File: src/rtl/bconv_sched.sv
// bconv_sched: frame/row/pass scheduler for a binary-weight convolution datapath.
//
// For each frame it emits one VSYNC. Each of the SIZE rows then gets one HSYNC
// and CHANNEL passes. A pass loads NBEAT weight beats from the ROM, pulses
// REUSE, and then streams SIZE valid pixels. GAP idle cycles follow each pass.
//
// Ports
//   i_sclk        clock, rising edge
//   i_rst_n       asynchronous active-low reset
//   i_start       frame start pulse; only looked at while idle
//   i_src_rdy     line-buffer pixel available; becomes o_valid during STREAM
//   o_busy        high whenever the scheduler is not idle
//   o_done        one-cycle end-of-frame pulse
//   o_wrom_rd     weight ROM read enable (ROM read latency is one cycle)
//   o_wrom_addr   weight ROM address, pass*NBEAT + beat
//   i_wrom_data   weight ROM read data
//   o_vsync       one-cycle frame-start framing pulse
//   o_hsync       one-cycle row-start framing pulse
//   o_reuse       one-cycle pass-start framing pulse
//   o_valid       pixel-valid strobe
//   o_weight_vld  o_wrom_rd delayed by one cycle
//   o_weight      ROM data while o_weight_vld is high, otherwise zero
//
// Build option
//   BCONV_SCHED_PREFETCH_EN  fetches the weights for pass c+1 during the STREAM
//                            of pass c. Passes 1..CHANNEL-1 of each row then go
//                            straight to REUSE. This option needs SIZE >= NBEAT+1.
//
// state  | meaning
// IDLE   | waiting for i_start
// VSYNC  | frame framing pulse
// HSYNC  | row framing pulse
// LOAD   | NBEAT weight ROM reads for the current pass
// LAT    | last ROM beat arriving at the datapath
// REUSE  | pass framing pulse
// STREAM | o_valid follows i_src_rdy until SIZE pixels have been sent
// GAP    | idle cycles after a pass (also waits for an unfinished prefetch)
// DONE   | end-of-frame pulse
module bconv_sched #(
    parameter int CHANNEL = 128,
    parameter int BATCH   = 8,
    parameter int WIDTH_W = 18,
    parameter int SIZE    = 28,
    parameter int GAP     = 0,
    parameter int ADDR_W  = 12
) (
    input  logic                       i_sclk,
    input  logic                       i_rst_n,
    input  logic                       i_start,
    input  logic                       i_src_rdy,
    output logic                       o_busy,
    output logic                       o_done,
    output logic                       o_wrom_rd,
    output logic [ADDR_W-1:0]          o_wrom_addr,
    input  logic [WIDTH_W*BATCH-1:0]   i_wrom_data,
    output logic                       o_vsync,
    output logic                       o_hsync,
    output logic                       o_reuse,
    output logic                       o_valid,
    output logic                       o_weight_vld,
    output logic [WIDTH_W*BATCH-1:0]   o_weight
);
    localparam int NBEAT = CHANNEL / BATCH;
    localparam int CW    = $clog2(CHANNEL + 1);
    localparam int RW    = $clog2(SIZE + 1);
    localparam int BW    = $clog2(NBEAT + 1);
    localparam int GW    = $clog2(GAP + 2);
    localparam logic [CW-1:0] C_LAST = CW'(CHANNEL - 1);
    localparam logic [RW-1:0] R_LAST = RW'(SIZE - 1);
    localparam logic [RW-1:0] V_LOAD = RW'(SIZE);
    localparam logic [BW-1:0] B_LAST = BW'(NBEAT - 1);
    localparam logic [GW-1:0] G_LOAD = GW'(GAP);

    typedef enum logic [3:0] {
        S_IDLE, S_VSYNC, S_HSYNC, S_LOAD, S_LAT, S_REUSE, S_STREAM, S_GAP, S_DONE
    } state_t;

    state_t            state_q, state_d;
    logic [CW-1:0]     c_q, c_d;
    logic [RW-1:0]     row_q, row_d;
    logic [BW-1:0]     beat_q, beat_d;
    logic [RW-1:0]     vcnt_q, vcnt_d;    // valid pixels still owed in this pass
    logic [GW-1:0]     gcnt_q, gcnt_d;    // gap cycles still owed
    logic              wvld_q;
    logic              rd;
    logic [ADDR_W-1:0] addr;
    logic              pass_end;
`ifdef BCONV_SCHED_PREFETCH_EN
    localparam logic [BW-1:0] B_NUM = BW'(NBEAT);
    logic              pf_act_q, pf_act_d;
    logic [BW-1:0]     pf_cnt_q, pf_cnt_d;   // 0..NBEAT-1 reads, NBEAT = latency cycle
    logic              pf_done_q, pf_done_d;
    logic              pf_ready;
`endif

    always_ff @(posedge i_sclk or negedge i_rst_n) begin
        if (!i_rst_n) begin
            state_q   <= S_IDLE;
            c_q       <= '0;
            row_q     <= '0;
            beat_q    <= '0;
            vcnt_q    <= '0;
            gcnt_q    <= '0;
            wvld_q    <= 1'b0;
`ifdef BCONV_SCHED_PREFETCH_EN
            pf_act_q  <= 1'b0;
            pf_cnt_q  <= '0;
            pf_done_q <= 1'b0;
`endif
        end else begin
            state_q   <= state_d;
            c_q       <= c_d;
            row_q     <= row_d;
            beat_q    <= beat_d;
            vcnt_q    <= vcnt_d;
            gcnt_q    <= gcnt_d;
            wvld_q    <= rd;
`ifdef BCONV_SCHED_PREFETCH_EN
            pf_act_q  <= pf_act_d;
            pf_cnt_q  <= pf_cnt_d;
            pf_done_q <= pf_done_d;
`endif
        end
    end

    always_comb begin
        state_d  = state_q;
        c_d      = c_q;
        row_d    = row_q;
        beat_d   = beat_q;
        vcnt_d   = vcnt_q;
        gcnt_d   = gcnt_q;
        rd       = 1'b0;
        addr     = '0;
        o_vsync  = 1'b0;
        o_hsync  = 1'b0;
        o_reuse  = 1'b0;
        o_valid  = 1'b0;
        o_done   = 1'b0;
        pass_end = 1'b0;
`ifdef BCONV_SCHED_PREFETCH_EN
        pf_act_d  = pf_act_q;
        pf_cnt_d  = pf_cnt_q;
        pf_done_d = pf_done_q;
        // The prefetch counts as complete during its own latency cycle.
        pf_ready  = pf_done_q | (pf_act_q & (pf_cnt_q == B_NUM));
        // The prefetch runs on its own timeline and ignores i_src_rdy stalls.
        if (pf_act_q) begin
            if (pf_cnt_q == B_NUM) begin
                pf_act_d  = 1'b0;
                pf_done_d = 1'b1;
            end else begin
                rd       = 1'b1;
                addr     = (ADDR_W'(c_q) + ADDR_W'(1)) * ADDR_W'(NBEAT) + ADDR_W'(pf_cnt_q);
                pf_cnt_d = pf_cnt_q + 1'b1;
            end
        end
`endif
        unique case (state_q)
            S_IDLE:   if (i_start) state_d = S_VSYNC;
            S_VSYNC: begin
                o_vsync = 1'b1;
                state_d = S_HSYNC;
            end
            S_HSYNC: begin
                o_hsync = 1'b1;
                beat_d  = '0;
                state_d = S_LOAD;
            end
            S_LOAD: begin
                rd   = 1'b1;
                addr = ADDR_W'(c_q) * ADDR_W'(NBEAT) + ADDR_W'(beat_q);
                if (beat_q == B_LAST) begin
                    beat_d  = '0;
                    state_d = S_LAT;
                end else begin
                    beat_d = beat_q + 1'b1;
                end
            end
            S_LAT:    state_d = S_REUSE;
            S_REUSE: begin
                o_reuse = 1'b1;
                vcnt_d  = V_LOAD;
                state_d = S_STREAM;
`ifdef BCONV_SCHED_PREFETCH_EN
                if (c_q != C_LAST) begin
                    pf_act_d  = 1'b1;
                    pf_cnt_d  = '0;
                    pf_done_d = 1'b0;
                end
`endif
            end
            S_STREAM: begin
                o_valid = i_src_rdy;
                if (i_src_rdy) begin
                    vcnt_d = vcnt_q - 1'b1;
                    if (vcnt_q == RW'(1)) begin
                        gcnt_d = G_LOAD;
                        if (GAP == 0) pass_end = 1'b1;
                        else          state_d  = S_GAP;
                    end
                end
            end
            S_GAP: begin
                if (gcnt_q != '0) gcnt_d = gcnt_q - 1'b1;
                if (gcnt_q <= GW'(1)) pass_end = 1'b1;
            end
            S_DONE: begin
                o_done  = 1'b1;
                c_d     = '0;
                row_d   = '0;
                state_d = S_IDLE;
            end
            default:  state_d = S_IDLE;
        endcase

        if (pass_end) begin
            if (c_q != C_LAST) begin
`ifdef BCONV_SCHED_PREFETCH_EN
                // Wait in GAP until the next pass's weights have landed.
                if (pf_ready) begin
                    c_d       = c_q + 1'b1;
                    pf_act_d  = 1'b0;
                    pf_done_d = 1'b0;
                    state_d   = S_REUSE;
                end else begin
                    state_d   = S_GAP;
                end
`else
                c_d     = c_q + 1'b1;
                beat_d  = '0;
                state_d = S_LOAD;
`endif
            end else if (row_q != R_LAST) begin
                row_d   = row_q + 1'b1;
                c_d     = '0;
                state_d = S_HSYNC;
            end else begin
                state_d = S_DONE;
            end
        end
    end

    assign o_busy       = (state_q != S_IDLE);
    assign o_wrom_rd    = rd;
    assign o_wrom_addr  = addr;
    assign o_weight_vld = wvld_q;
    assign o_weight     = wvld_q ? i_wrom_data : '0;

endmodule
File: config.mk
export PLATFORM = sky130hd
export DESIGN_NAME = bconv_sched
export DESIGN_NICKNAME = d
export VERILOG_FILES = /design/src/rtl/bconv_sched.sv
export SDC_FILE = /design/constraint.sdc
export NUM_CORES = 1
export LEC_CHECK = 0
export CORE_AREA = 2 2 122 124
export CTS_CLUSTER_SIZE = 25
export DETAILED_ROUTE_END_ITERATION = 16
export DIE_AREA = 0 0 124 126
export GPL_ROUTABILITY_DRIVEN = 0
export PLACE_DENSITY_LB_ADDON = 0.3
export SLEW_MARGIN = 20
export SYNTH_ARGS = -nofsm -noshare
export SYNTH_HDL_FRONTEND = slang
export SYNTH_SLANG_ARGS = --single-unit
File: constraint.sdc
create_clock -name i_sclk -period 6.2 [get_ports i_sclk]
set_clock_uncertainty 0.1 [all_clocks]
set_input_delay 1.86 -clock i_sclk [delete_from_list [all_inputs] [get_ports i_sclk]]
set_output_delay 1.86 -clock i_sclk [all_outputs]
set_load 0.01 [all_outputs]
==> flow_summary.json, run 1 <==
{
  "critPathKind": "in -> out",
  "netlist_top_cells_area": "and2_1 34%, dfrtp_1 25%, ha_1 3.2%, clkbuf_1 3.0%, nand3_1 2.5%",
  "cp_slowest_cell": "clkdlybuf4s50_1",
  "fp.dieW_um": 124,
  "setup_viol": 0,
  "start_kind": "input pin",
  "routedWlPerCell_um": 20.1,
  "synth_xor_area_frac": 0.0221,
  "port_buffers": 311,
  "layout-drive-gt1-share": 0.0257,
  "path_max_fanout": 5,
  "power_density_mw_per_mm2": 274,
  "area_delta_synth_final_pct": 122,
  "critPathMaxStageDelay_ps": 550,
  "maxCapViolCount": 0,
  "overflow": 0,
  "cp_num_buf_inv": 3,
  "yosysWarnings": 0,
  "ys_ff_latch": 28,
  "yosys.area_share.simple": 0.496,
  "finalHoldViolCount": 0,
  "routed_via_density": 4.39,
  "netlist_area_mm2": 0.00278,
  "async_flop_share": 1.00,
  "finalMaxSlewViolations": 0,
  "synth_adder_area_share": 0.0315,
  "ir_worst_vdd_v": 0.000109,
  "synth_cell_types": 54,
  "initial_utilization": 0.194,
  "syn_inst": 368,
  "grt_pass1_vias": 3702,
  "postLayoutCellArea_mm2": 0.00617,
  "first_pass_iters": 4,
  "period_needed_ps": 5410,
  "grt_max_degree": 71,
  "totalWireLength_mm": 17.1,
  "synth_most_common_cell": "and2_1",
  "cts.path.max_buffers": 2,
  "syn_area_per_cell_um2": 7.54,
  "dp.final_hpwl_mm": 14.1,
  "antenna_found_initial": 14,
  "relSlewSlack": 0.409,
  "ctsRootBufferMaster": "clkbuf_16",
  "placementRows": 44,
  "synth_compound_area_frac": 0.129,
  "muxShareOfSynthArea": 0.0153,
  "leakage_uw": 0.00238,
  "synth_nets": 523,
  "synth-main-ff-cell": "dfrtp_1",
  "cts.sinks": 28,
  "ys_seq_area_frac": 0.252,
  "clk-insertion-delay-late_ps": 260,
  "grt_pass1_wl_mm": 24.1,
  "critPathArrivalTime_ps": 3450,
  "yosysTopAreaCellShare": 0.340,
  "crit_family": "buffers and inverters",
  "tns_ps": 0,
  "die_h_um": 126,
  "period_share": 0.872,
  "holdCritStartpoint": "c_q[7]$_DFF_PN0_",
  "cts_buffers": 3,
  "synth_edf_count": 0,
  "synth_top_family_by_area": "simple AND/OR/NAND/NOR gates",
  "hold_path.class": "reg -> reg",
  "netlist_top_cells_count": "151 x and2_1, 28 x dfrtp_1, 22 x clkbuf_1",
  "synth_top_cell_by_area": "and2_1",
  "placed_area_mm2": 0.00605,
  "crit_top_cell": "clkdlybuf4s50_1",
  "cp-startpoint": "i_src_rdy",
  "reg2reg_from": "vcnt_q[1]$_DFFE_PN0P_",
  "endpoint_kind": "primary output",
  "io_pins": 312,
  "worst_pin_slew_ps": 886,
  "cts_max_level": 1,
  "fin_nets": 817,
  "cts-resized-gates": 0,
  "required_ps": 4240,
  "ctsHoldBuffers": 0,
  "status": "complete, no violations",
  "postRouteAntennaNets": 0,
  "crit_chain": "clkdlybuf4s50_1, and2_1, nand2_1, inv_1, clkdlybuf4s50_1",
  "ff2ff_setup_slack_ps": 3700,
  "drc_errors": 0,
  "dieArea_mm2": 0.0156,
  "clk_pin_slew_worst_paths_ps": 70,
  "tritoncts": "yes",
  "drt_iter0_markers": 196,
  "post-cts-setup-buffers": 0,
  "rsz0062_at_grt": "no",
  "via_count": 3739,
  "design.core.area_mm2": 0.0143,
  "max_freq_mhz": 185,
  "track_usage": 0.205
}
stage by stage:
stage / setup slack [ps] / instances / utilization / total power, uW / hold slack, ps
after floorplan: 1990 / 368 / - / 855 / 360
after global placement: 883 / 841 / 0.423 / 1490 / 391
after detailed placement: 810 / 841 / 0.423 / 1500 / 397
after CTS: 807 / 845 / 0.430 / 1710 / 406
after global routing: 722 / 847 / 0.430 / 1800 / 449
final: 791 / 852 / 0.431 / 1690 / 408
layer usage:
metal,GRT usage,share of wire,up-vias
met5,0,0.0060,-
met4,0.0278,0.0098,16
met2,0.294,0.42,143
met3,0.111,0.12,28
li1,-,-,1823
met1,0.277,0.45,1729
final timing paths:
path / depth (start not counted) / end
worst min-delay path: 1 / c_q[7]$_DFF_PN0_
worst min register to register: 1 / c_q[7]$_DFF_PN0_
worst max-delay path: 5 / o_valid
min in group asynchronous: 2 / c_q[7]$_DFF_PN0_
max in group asynchronous: 2 / o_weight_vld$_DFF_PN0_
worst max register to register: 6 / c_q[6]$_DFF_PN0_
state kept, by name, indices dropped and copies added (netlist names):
signal and cells:
beat_q 5, c_q 8, o_weight_vld 1, row_q 5
state_q 4, vcnt_q 5
area by class of cell:
class | count | area (um^2)
fill | 1398 | 8140
timing repair buffer | 315 | 3140
multi-input combinational | 301 | 1930
sequential | 28 | 702
tap | 184 | 230
clock buffer | 3 | 75.1
inverter | 13 | 48.8
clock inverter | 1 | 30.0
antenna | 7 | 17.5
layout by cell type, fill, tap and decap left out, drive strengths merged, types with 4 or more instances in the layout:
master and instances:
nand2 17, buf 4, or3 6, dfrtp 28
nor2 14, a21oi 10, o22ai 4, clkdlybuf4s50 311
ha 7, xnor2 4, diode 7, nor3 5
inv 13, o21ai 12, nand3 14, and2 151
worst reg2reg max path: cells and delay by family, from the launching register on:
| family | cells | cell delay [ps] |
|---|---|---|
| compound gates | 3 | 1080 |
| fa+ha+maj | 1 | 170 |
| buf+inv | 1 | 100 |
| flops | 1 | 420 |
| simple gates | 1 | 490 |
kinds of logic (layout without fill, tap and decap cells):
group           Yosys count  in the layout
compound gates           53             53
xor+xnor                  7              7
fa+ha+maj                 7              7
buf+inv                  39            332
flops                    28             28
mux                       4              4
other cells               0              7
simple gates            230            230
report_power, final:
part / internal (uW) / total (uW) / leakage, uW / switching [uW]
Sequential: 232 / 354 / 0.000335 / 122
Clock: 129 / 195 / 0.0000511 / 65.9
Combinational: 651 / 1150 / 0.00200 / 494
No activity file was read; power rests on OpenSTA's default activity.
==> run 2: changes to the inputs <==
- CTS_CLUSTER_DIAMETER: default -> 80
==> results of run 2 <==
Same layout as run 1: the final DEF is identical, and so are final timing and power.
